===== config.mk =====
export PLATFORM = sky130hd
export DESIGN_NAME = r2r_wave_gen
export DESIGN_NICKNAME = d
export VERILOG_FILES = /design/src/rtl/r2r_wave_pkg.sv /design/src/rtl/r2r_wave_gen_buf.sv /design/src/rtl/r2r_wave_gen.sv
export SDC_FILE = /design/constraint.sdc
export NUM_CORES = 1
export LEC_CHECK = 0
export ABC_AREA = 1
export BUFFER_PORTS_ARGS = -buffer_cell sky130_fd_sc_hd__buf_2
export CORE_ASPECT_RATIO = 0.7
export CORE_MARGIN = 2
export CORE_UTILIZATION = 35
export DETAILED_ROUTE_END_ITERATION = 6
export SLEW_MARGIN = 20
export SYNTH_ARGS = -nofsm -noshare
export SYNTH_HDL_FRONTEND = slang
export SYNTH_HIERARCHICAL = 1
export SYNTH_SLANG_ARGS = --single-unit

===== constraint.sdc =====
create_clock -name clk -period 5.1 [get_ports clk]
set_input_delay 0.765 -clock clk [delete_from_list [all_inputs] [get_ports clk]]
set_output_delay 0.765 -clock clk [all_outputs]
set_load 0.01 [all_outputs]

===== src/rtl/r2r_wave_pkg.sv =====
// Shared constants for the R2R ladder waveform front-end.
// Mode encodings and default parameter values used by the top and its bench.
package r2r_wave_pkg;

    typedef logic [1:0] mode_t;

    localparam mode_t MODE_DIRECT = 2'd0;
    localparam mode_t MODE_SAW    = 2'd1;
    localparam mode_t MODE_TRI    = 2'd2;
    localparam mode_t MODE_PLAY   = 2'd3;

    localparam int WIDTH_DEF = 8;
    localparam int DEPTH_DEF = 16;
    localparam int DIV_W_DEF = 8;

endpackage


===== src/rtl/r2r_wave_gen_buf.sv =====
// Playback sample storage: one synchronous write port, one asynchronous read port.
// Pointers and fill level are owned by the parent.
module r2r_sample_buf #(
    parameter int WIDTH = 8,
    parameter int DEPTH = 16,
    parameter int AW    = $clog2(DEPTH)
) (
    input  logic             clk,
    input  logic             i_we,
    input  logic [AW-1:0]    i_waddr,
    input  logic [WIDTH-1:0] i_wdata,
    input  logic [AW-1:0]    i_raddr,
    output logic [WIDTH-1:0] o_rdata
);

    logic [WIDTH-1:0] r_mem [DEPTH];

    always_ff @(posedge clk) begin
        if (i_we) begin
            r_mem[i_waddr] <= i_wdata;
        end
    end

    assign o_rdata = r_mem[i_raddr];

endmodule


===== src/rtl/r2r_wave_gen.sv =====
// Registered sample source for the R2R ladder DAC: direct, sawtooth, triangle
// or buffered playback at a programmable divided sample rate.
module r2r_wave_gen
    import r2r_wave_pkg::*;
#(
    parameter int WIDTH = WIDTH_DEF,
    parameter int DEPTH = DEPTH_DEF,
    parameter int DIV_W = DIV_W_DEF
) (
    input  logic             clk,
    input  logic             rst_n,
    input  logic             ena,
    input  logic [1:0]       mode,
    input  logic [DIV_W-1:0] div,
    input  logic [WIDTH-1:0] din,
    input  logic             wr_valid,
    output logic             wr_ready,
    input  logic             clr,
    output logic [WIDTH-1:0] dac,
    output logic             tick,
    output logic             wrap
);

    localparam int AW = $clog2(DEPTH);
    localparam int LW = AW + 1;
    localparam logic [WIDTH-1:0] DAC_MAX = '1;

    logic [1:0]       r_mode_q;
    logic [DIV_W-1:0] r_cnt;
    logic             r_dir_down;
    logic [AW-1:0]    r_wr_ptr;
    logic [AW-1:0]    r_rd_ptr;
    logic [LW-1:0]    r_len;
    logic [WIDTH-1:0] r_dac;
    logic             r_tick;
    logic             r_wrap;

    logic             w_wr_ready;
    logic             w_we;
    logic             w_mode_chg;
    logic             w_tick_now;
    logic             w_last;
    logic             w_play_adv;
    logic [WIDTH-1:0] w_rdata;

    assign w_wr_ready = r_len < LW'(DEPTH);
    assign w_we       = wr_valid && w_wr_ready && !clr;
    assign w_mode_chg = mode != r_mode_q;
    assign w_tick_now = !w_mode_chg && ena && (r_cnt >= div);
    // Guarded compare keeps the read pointer in range even if len shrank under it.
    assign w_last     = (r_len != '0) && ({1'b0, r_rd_ptr} >= (r_len - LW'(1)));
    assign w_play_adv = w_tick_now && (r_mode_q == MODE_PLAY) && (r_len != '0) && !clr;

    r2r_sample_buf #(
        .WIDTH (WIDTH),
        .DEPTH (DEPTH),
        .AW    (AW)
    ) u_buf (
        .clk     (clk),
        .i_we    (w_we),
        .i_waddr (r_wr_ptr),
        .i_wdata (din),
        .i_raddr (r_rd_ptr),
        .o_rdata (w_rdata)
    );

    always_ff @(posedge clk) begin
        if (!rst_n) begin
            r_mode_q   <= MODE_DIRECT;
            r_cnt      <= '0;
            r_dir_down <= 1'b0;
            r_dac      <= '0;
            r_tick     <= 1'b0;
            r_wrap     <= 1'b0;
        end else begin
            r_tick <= 1'b0;
            r_wrap <= 1'b0;
            if (w_mode_chg) begin
                r_mode_q   <= mode;
                r_cnt      <= '0;
                r_dir_down <= 1'b0;
                r_dac      <= '0;
            end else if (ena) begin
                if (w_tick_now) begin
                    r_cnt  <= '0;
                    r_tick <= 1'b1;
                    case (r_mode_q)
                        MODE_DIRECT: r_dac <= din;
                        MODE_SAW: begin
                            r_dac  <= r_dac + 1'b1;
                            r_wrap <= (r_dac == DAC_MAX);
                        end
                        MODE_TRI: begin
                            if (r_dir_down) begin
                                r_dac <= r_dac - 1'b1;
                                if (r_dac == WIDTH'(1)) begin
                                    r_dir_down <= 1'b0;
                                    r_wrap     <= 1'b1;
                                end
                            end else begin
                                r_dac <= r_dac + 1'b1;
                                if (r_dac == DAC_MAX - 1'b1) begin
                                    r_dir_down <= 1'b1;
                                end
                            end
                        end
                        default: begin
                            if (clr || r_len == '0) begin
                                r_dac <= '0;
                            end else begin
                                r_dac  <= w_rdata;
                                r_wrap <= w_last;
                            end
                        end
                    endcase
                end else begin
                    r_cnt <= r_cnt + 1'b1;
                end
            end
        end
    end

    always_ff @(posedge clk) begin
        if (!rst_n) begin
            r_rd_ptr <= '0;
            r_wr_ptr <= '0;
            r_len    <= '0;
        end else begin
            if (clr || w_mode_chg) begin
                r_rd_ptr <= '0;
            end else if (w_play_adv) begin
                r_rd_ptr <= w_last ? '0 : r_rd_ptr + 1'b1;
            end
            if (clr) begin
                r_wr_ptr <= '0;
                r_len    <= '0;
            end else if (w_we) begin
                r_wr_ptr <= r_wr_ptr + 1'b1;
                r_len    <= r_len + 1'b1;
            end
        end
    end

    assign wr_ready = w_wr_ready;
    assign dac      = r_dac;
    assign tick     = r_tick;
    assign wrap     = r_wrap;

endmodule

Word level (Yosys, flattened, before mapping)
Memories as Yosys holds them, arrays and structs flattened. A register that Yosys moved wholly into a read port is not among the register bits.
Cells that the tools add are included.
{"block": "classes", "add_sub_neg": 7, "multipliers": 0, "n_div": 0, "magnitude_cmp": 3, "eq_ne": 7, "shifts": 0, "n_mux": 17, "bitwise": 3, "reduce_logical": 22}
{"cell": "8-bit 2-to-1 mux", "count": 3}
{"cell": "8-bit case mux with 3 select lines", "count": 1}
{"cell": "8-bit by 1-bit adder with 8-bit output (second input constant)", "count": 2}
{"cell": "8-bit == test (second input constant)", "count": 2}
{"cell": "4-bit 2-to-1 mux", "count": 3}
{"cell": "1-bit 2-to-1 mux", "count": 9}
{"cell": "4-bit by 1-bit adder with 4-bit output (second input constant)", "count": 2}
{"cell": "8-bit by 1-bit == test with 1-bit output (second input constant)", "count": 1}
{"cell": "8-bit greater-or-equal comparator", "count": 1}
{"cell": "1-bit logical AND", "count": 8}
{"cell": "8-bit by 1-bit subtractor with 8-bit output (second input constant)", "count": 1}
{"cell": "2-bit OR reduction", "count": 3}
{"cell": "5-bit by 1-bit adder with 5-bit output (second input constant)", "count": 1}
{"cell": "4-bit by 5-bit greater-or-equal comparator with 1-bit output", "count": 1}
{"cell": "5-bit zero test", "count": 1}
{"cell": "5-bit < comparator (second input constant)", "count": 1}
{"cell": "5-bit nonzero test", "count": 1}
{"cell": "5-bit by 1-bit subtractor with 5-bit output (second input constant)", "count": 1}
{"cell": "2-bit == test (second input constant)", "count": 2}
{"cell": "4-bit OR reduction", "count": 1}
{"cell": "1-bit inverter", "count": 3}
{"cell": "1-bit case mux with 3 select lines", "count": 1}
{"cell": "3-bit AND reduction", "count": 1}
{"cell": "3-bit OR reduction", "count": 1}
{"cell": "other kinds (6)", "count": 8}
{"block": "totals", "reg_bits": 34, "latchBits": 0, "ram_bits": 128, "rom_bits": 0, "input_bits": 23, "elab_cells": 69, "memories": 1}
{"memory": "u_buf.r_mem", "words": 16, "width": 8, "rd": 1, "rd_clocked_by_memory_dff": 1, "wr": 1, "line": "r2r_wave_gen_buf.sv:16", "source": "logic [WIDTH-1:0] r_mem [DEPTH];"}

Logic depth before layout (Yosys ltp)
{"block": "depth", "depth_word": 9, "mapped_depth": 15, "ltp_nobuf": 15}

Modules after synthesis
The synthesis kept the hierarchy.
{"mod": "r2r_sample_buf", "n_inst": 1, "cells_per_inst": 543, "area_per_inst_um2": 5606.6, "seq_area_each_um2": 3843.7}
{"mod": "r2r_wave_gen", "n_inst": 1, "cells_per_inst": 384, "area_per_inst_um2": 2478.6, "seq_area_each_um2": 680.7}

Worst setup path after synthesis
OpenSTA, ideal clock, no wires.
{"block": "synth_path", "path_type": "input to register", "from": "in clr", "to": "mem u_buf.r_mem[12][0], enable pin", "setup_time_ns": 0.370, "arrival_ns": 1.770, "required_time_ns": 4.730, "slack_ns": 2.959, "path_stages": 5, "n_path_buf": 0, "path_cell_list": "inv_1 nand3_1 inv_1 nand3_1 nor2_1"}
{"block": "synth_via", "elab_chain_len": 4}
{"item": "start, declared", "line": "r2r_wave_gen.sv:18", "source": "input logic clr,"}
{"item": "1-bit zero test", "line": "r2r_wave_gen.sv:47", "source": "assign w_we = wr_valid && w_wr_ready && !clr;"}
{"item": "1-bit logical AND", "line": "r2r_wave_gen.sv:47"}
{"item": "via w_we", "line": "r2r_wave_gen.sv:39", "source": "logic w_we;"}
{"item": "1-bit 2-to-1 mux", "line": "r2r_wave_gen_buf.sv:19", "source": "if (i_we) begin"}
{"item": "1-bit 2-to-1 mux (implied by the code)", "line": "r2r_wave_gen_buf.sv:20", "source": "r_mem[i_waddr] <= i_wdata;"}
{"item": "end, declared", "line": "r2r_wave_gen_buf.sv:16"}
The timed path passes the listed nets, and every way through them passes these cells.

Final worst setup path
{"block": "layout_path", "from": "in clr", "to": "mem u_buf.r_mem[10][7], enable pin"}
Same word-level chain as after synthesis.

==> flow_summary.json <==
{
  "outcome": "finished clean",
  "finalSetupViolCount": 0,
  "max_freq_ghz": 0.425,
  "antenna_found_initial": 0,
  "fillers": 2255,
  "hold_viol": 0,
  "power.sequential.fraction_pct": 51.1,
  "synth_seq_cells": 162,
  "fin_crit_ns": 2.35,
  "diodes": 0,
  "cts.htree.levels": 4,
  "startpoint": "clr",
  "synth_top_cell_by_area": "edfxtp_1",
  "cts_resized": 0,
  "crit_type": "in -> reg",
  "synth_top_cell_area_share_pct": 47.5,
  "drt-initial-drc-count": 755,
  "fin_crit_sh_pct": 46.1,
  "ys_seq_area_share_pct": 56.0,
  "regToRegStartpoint": "r_rd_ptr[1]",
  "slew_viol_final": 0,
  "die_h_um": 131,
  "dp.cells": 1244,
  "drcViolationCount": 0,
  "track_usage_pct": 17.0,
  "fin_area_sq_um": 9030,
  "die_x_um": 186,
  "overflow": 0,
  "rsz0062_at_grt": "no",
  "tightest_slew_ns": 1.08,
  "crit_path_max_fanout": 9,
  "syn2layout_area_growth_pct": 11.7,
  "numCtsBuffers": 17,
  "layout-drive-gt1-share_pct": 8.40,
  "sw_frac_of_total_pct": 23.2,
  "power_density_nw_per_um2": 310,
  "grt_pass1_wl_um": 31400,
  "synth.distinct_cells": 31,
  "rows": 46,
  "seqCellArea_sq_um": 4530,
  "grt_max_degree": 69,
  "required_ns": 5.16,
  "synth_cells": 927,
  "fin_nets": 995,
  "start_util_pct": 35.7,
  "path_clk_slew_ns": 0.07,
  "hold_buffers": 0,
  "hp-start": "r_cnt[0]",
  "dieArea_sq_um": 24400,
  "routed_wl_um": 20100,
  "worstPathArrival_ns": 2.41,
  "synthTopCellsByArea": "edfxtp_1, nand2_1, nand3_1",
  "gp_congestion": 0.877,
  "vias": 6161,
  "hold_slack_ns": 0.508,
  "yosys_warnings": 6,
  "clkPwrFrac_pct": 45.4,
  "fin_util_pct": 39.8,
  "power.switching_uw": 651,
  "cts_max_path_buffers": 2,
  "clkLatencyLatePin_ns": 0.44,
  "end_kind": "flop",
  "grt_pass1_vias": 5662,
  "core_area_sq_um": 22700,
  "dpl-instance-area_sq_um": 8450,
  "p_comb_share_pct": 3.4,
  "start_kind": "primary input",
  "maxCapViolCount": 0,
  "cts_tree": "built",
  "drt-pass1-iter-count": 5,
  "port_buffers": 33,
  "ir_drop_mv": 0.247,
  "dp_hpwl_um": 13300,
  "multi_input_area_sq_um": 2740,
  "finalSetupTns_ns": 0,
  "syn_area_sq_um": 8090,
  "finClkSkew_ns": 0.0167,
  "leakage_nw": 3.96,
  "root_buffer": "clkbuf_16",
  "synth_nets": 971,
  "pin_count": 34,
  "cts.sinks": 162,
  "postRouteAntennaNets": 0,
  "vias_per_cell": 4.83,
  "p_int_mw": 2.15,
  "hold_path_class": "reg -> reg",
  "postCtsSetupBuffers": 0,
  "syn_area_per_cell_sq_um": 8.72,
  "wl_per_cell_um": 15.7,
  "max-slew-margin-rel_pct": 28.0,
  "finalNonFillerCells": 1276
}
-- routing by layer --
layer	track usage (%)	wire length (um)
met5	0	0
met4	5.21	303
met3	4.71	1980
met2	23.4	8350
met1	25.8	9450
-- cell usage after synthesis, drive strengths merged --
library cell	number
a21o	1
a21oi	13
a31oi	3
buf	29
clkbuf	1
dfxtp	34
edfxtp	128
ha	21
inv	163
nand2	273
nand3	140
nand3b	2
nand4	13
nor2	67
nor3	4
nor3b	5
o2111ai	1
o21ai	15
xnor2	7
xor2	7
-- placed cells by master, fill, tap and decap left out --
cell         n
edfxtp_1   128
o21ai_1      3
buf_2       33
nand2_2      2
a21oi_1     13
inv_1      157
xor2_1       7
nor2_4       3
inv_6        4
nand2_4      1
nand3_1    139
xnor2_1      6
ha_1        21
nand4_1     13
clkbuf_16   17
inv_8        7
nor3_1       4
bufinv_16    1
clkinv_1     2
dfxtp_1     33
nand3b_1     2
o2111ai_1    1
o21ai_0     12
inv_2        6
nor2_1      63
dfxtp_2      1
nor3b_1      5
nor2_2       1
nand3_2      1
a21o_1       1
a31oi_1      3
xnor2_2      1
clkinv_4     1
nand2_1    270
buf_4        2
-- through the flow --
| stage | total power [mW] | setup WS (ns) |
|---|---|---|
| 3_5_place_dp | 1.56 | 2.33 |
| 2_1_floorplan | 1.51 | 2.96 |
| 3_3_place_gp | 1.56 | 2.39 |
| 5_1_grt | 2.90 | 2.56 |
| 4_1_cts | 2.83 | 2.81 |
| 6_report | 2.80 | 2.75 |
-- sequential cells by signal (all words and copies together), names as in the netlist --
signal,count
u_buf/r_mem,128
dac,8
r_cnt,8
r_len,5
r_rd_ptr,4
r_wr_ptr,4
r_mode_q,2
r_dir_down,1
tick,1
wrap,1
-- worst paths after layout --
path | to | slack (ns) | cells after the start
max | u_buf/r_mem[10][7] | 2.75 | 6
min reg2reg | r_cnt[0] | 0.51 | 2
min | r_cnt[0] | 0.51 | 2
max reg2reg | dac[5] | 2.78 | 9
-- power groups by stage --
stage | combinational, mW | sequential (mW) | clock, mW
2_1_floorplan | 0.0483 | 1.46 | 0
3_3_place_gp | 0.0953 | 1.46 | 0
3_5_place_dp | 0.0968 | 1.46 | 0
4_1_cts | 0.0974 | 1.43 | 1.30
5_1_grt | 0.110 | 1.43 | 1.35
6_report | 0.0965 | 1.43 | 1.27
-- logic make-up after synthesis --
| logic type | count (synthesis) | synth area share (%) |
|---|---|---|
| adders and majority gates | 21 | 3.25 |
| buffers and inverters | 193 | 10.1 |
| and+or+nand+nor | 504 | 26.9 |
| AOI/OAI and AO/OA | 33 | 2.17 |
| xor gates and xnor gates | 14 | 1.61 |
| DFF | 162 | 56.0 |
-- final cells by class --
| cell class | count | area share (%) |
|---|---|---|
| clock buffer | 17 | 4.71 |
| clock inverter | 15 | 1.77 |
| inverter | 163 | 6.77 |
| multi-input combinational | 572 | 30.3 |
| sequential | 162 | 50.1 |
| tap | 312 | 4.32 |
| timing repair buffer | 35 | 1.99 |
-- critical path, stage by stage --
cell and delay (ns):
buf_2 0.11, inv_1 0.11, nand3_1 0.23, inv_1 0.36, nand3b_1 0.24, nor2_1 0.58
Power figures use the tool's default switching activity.
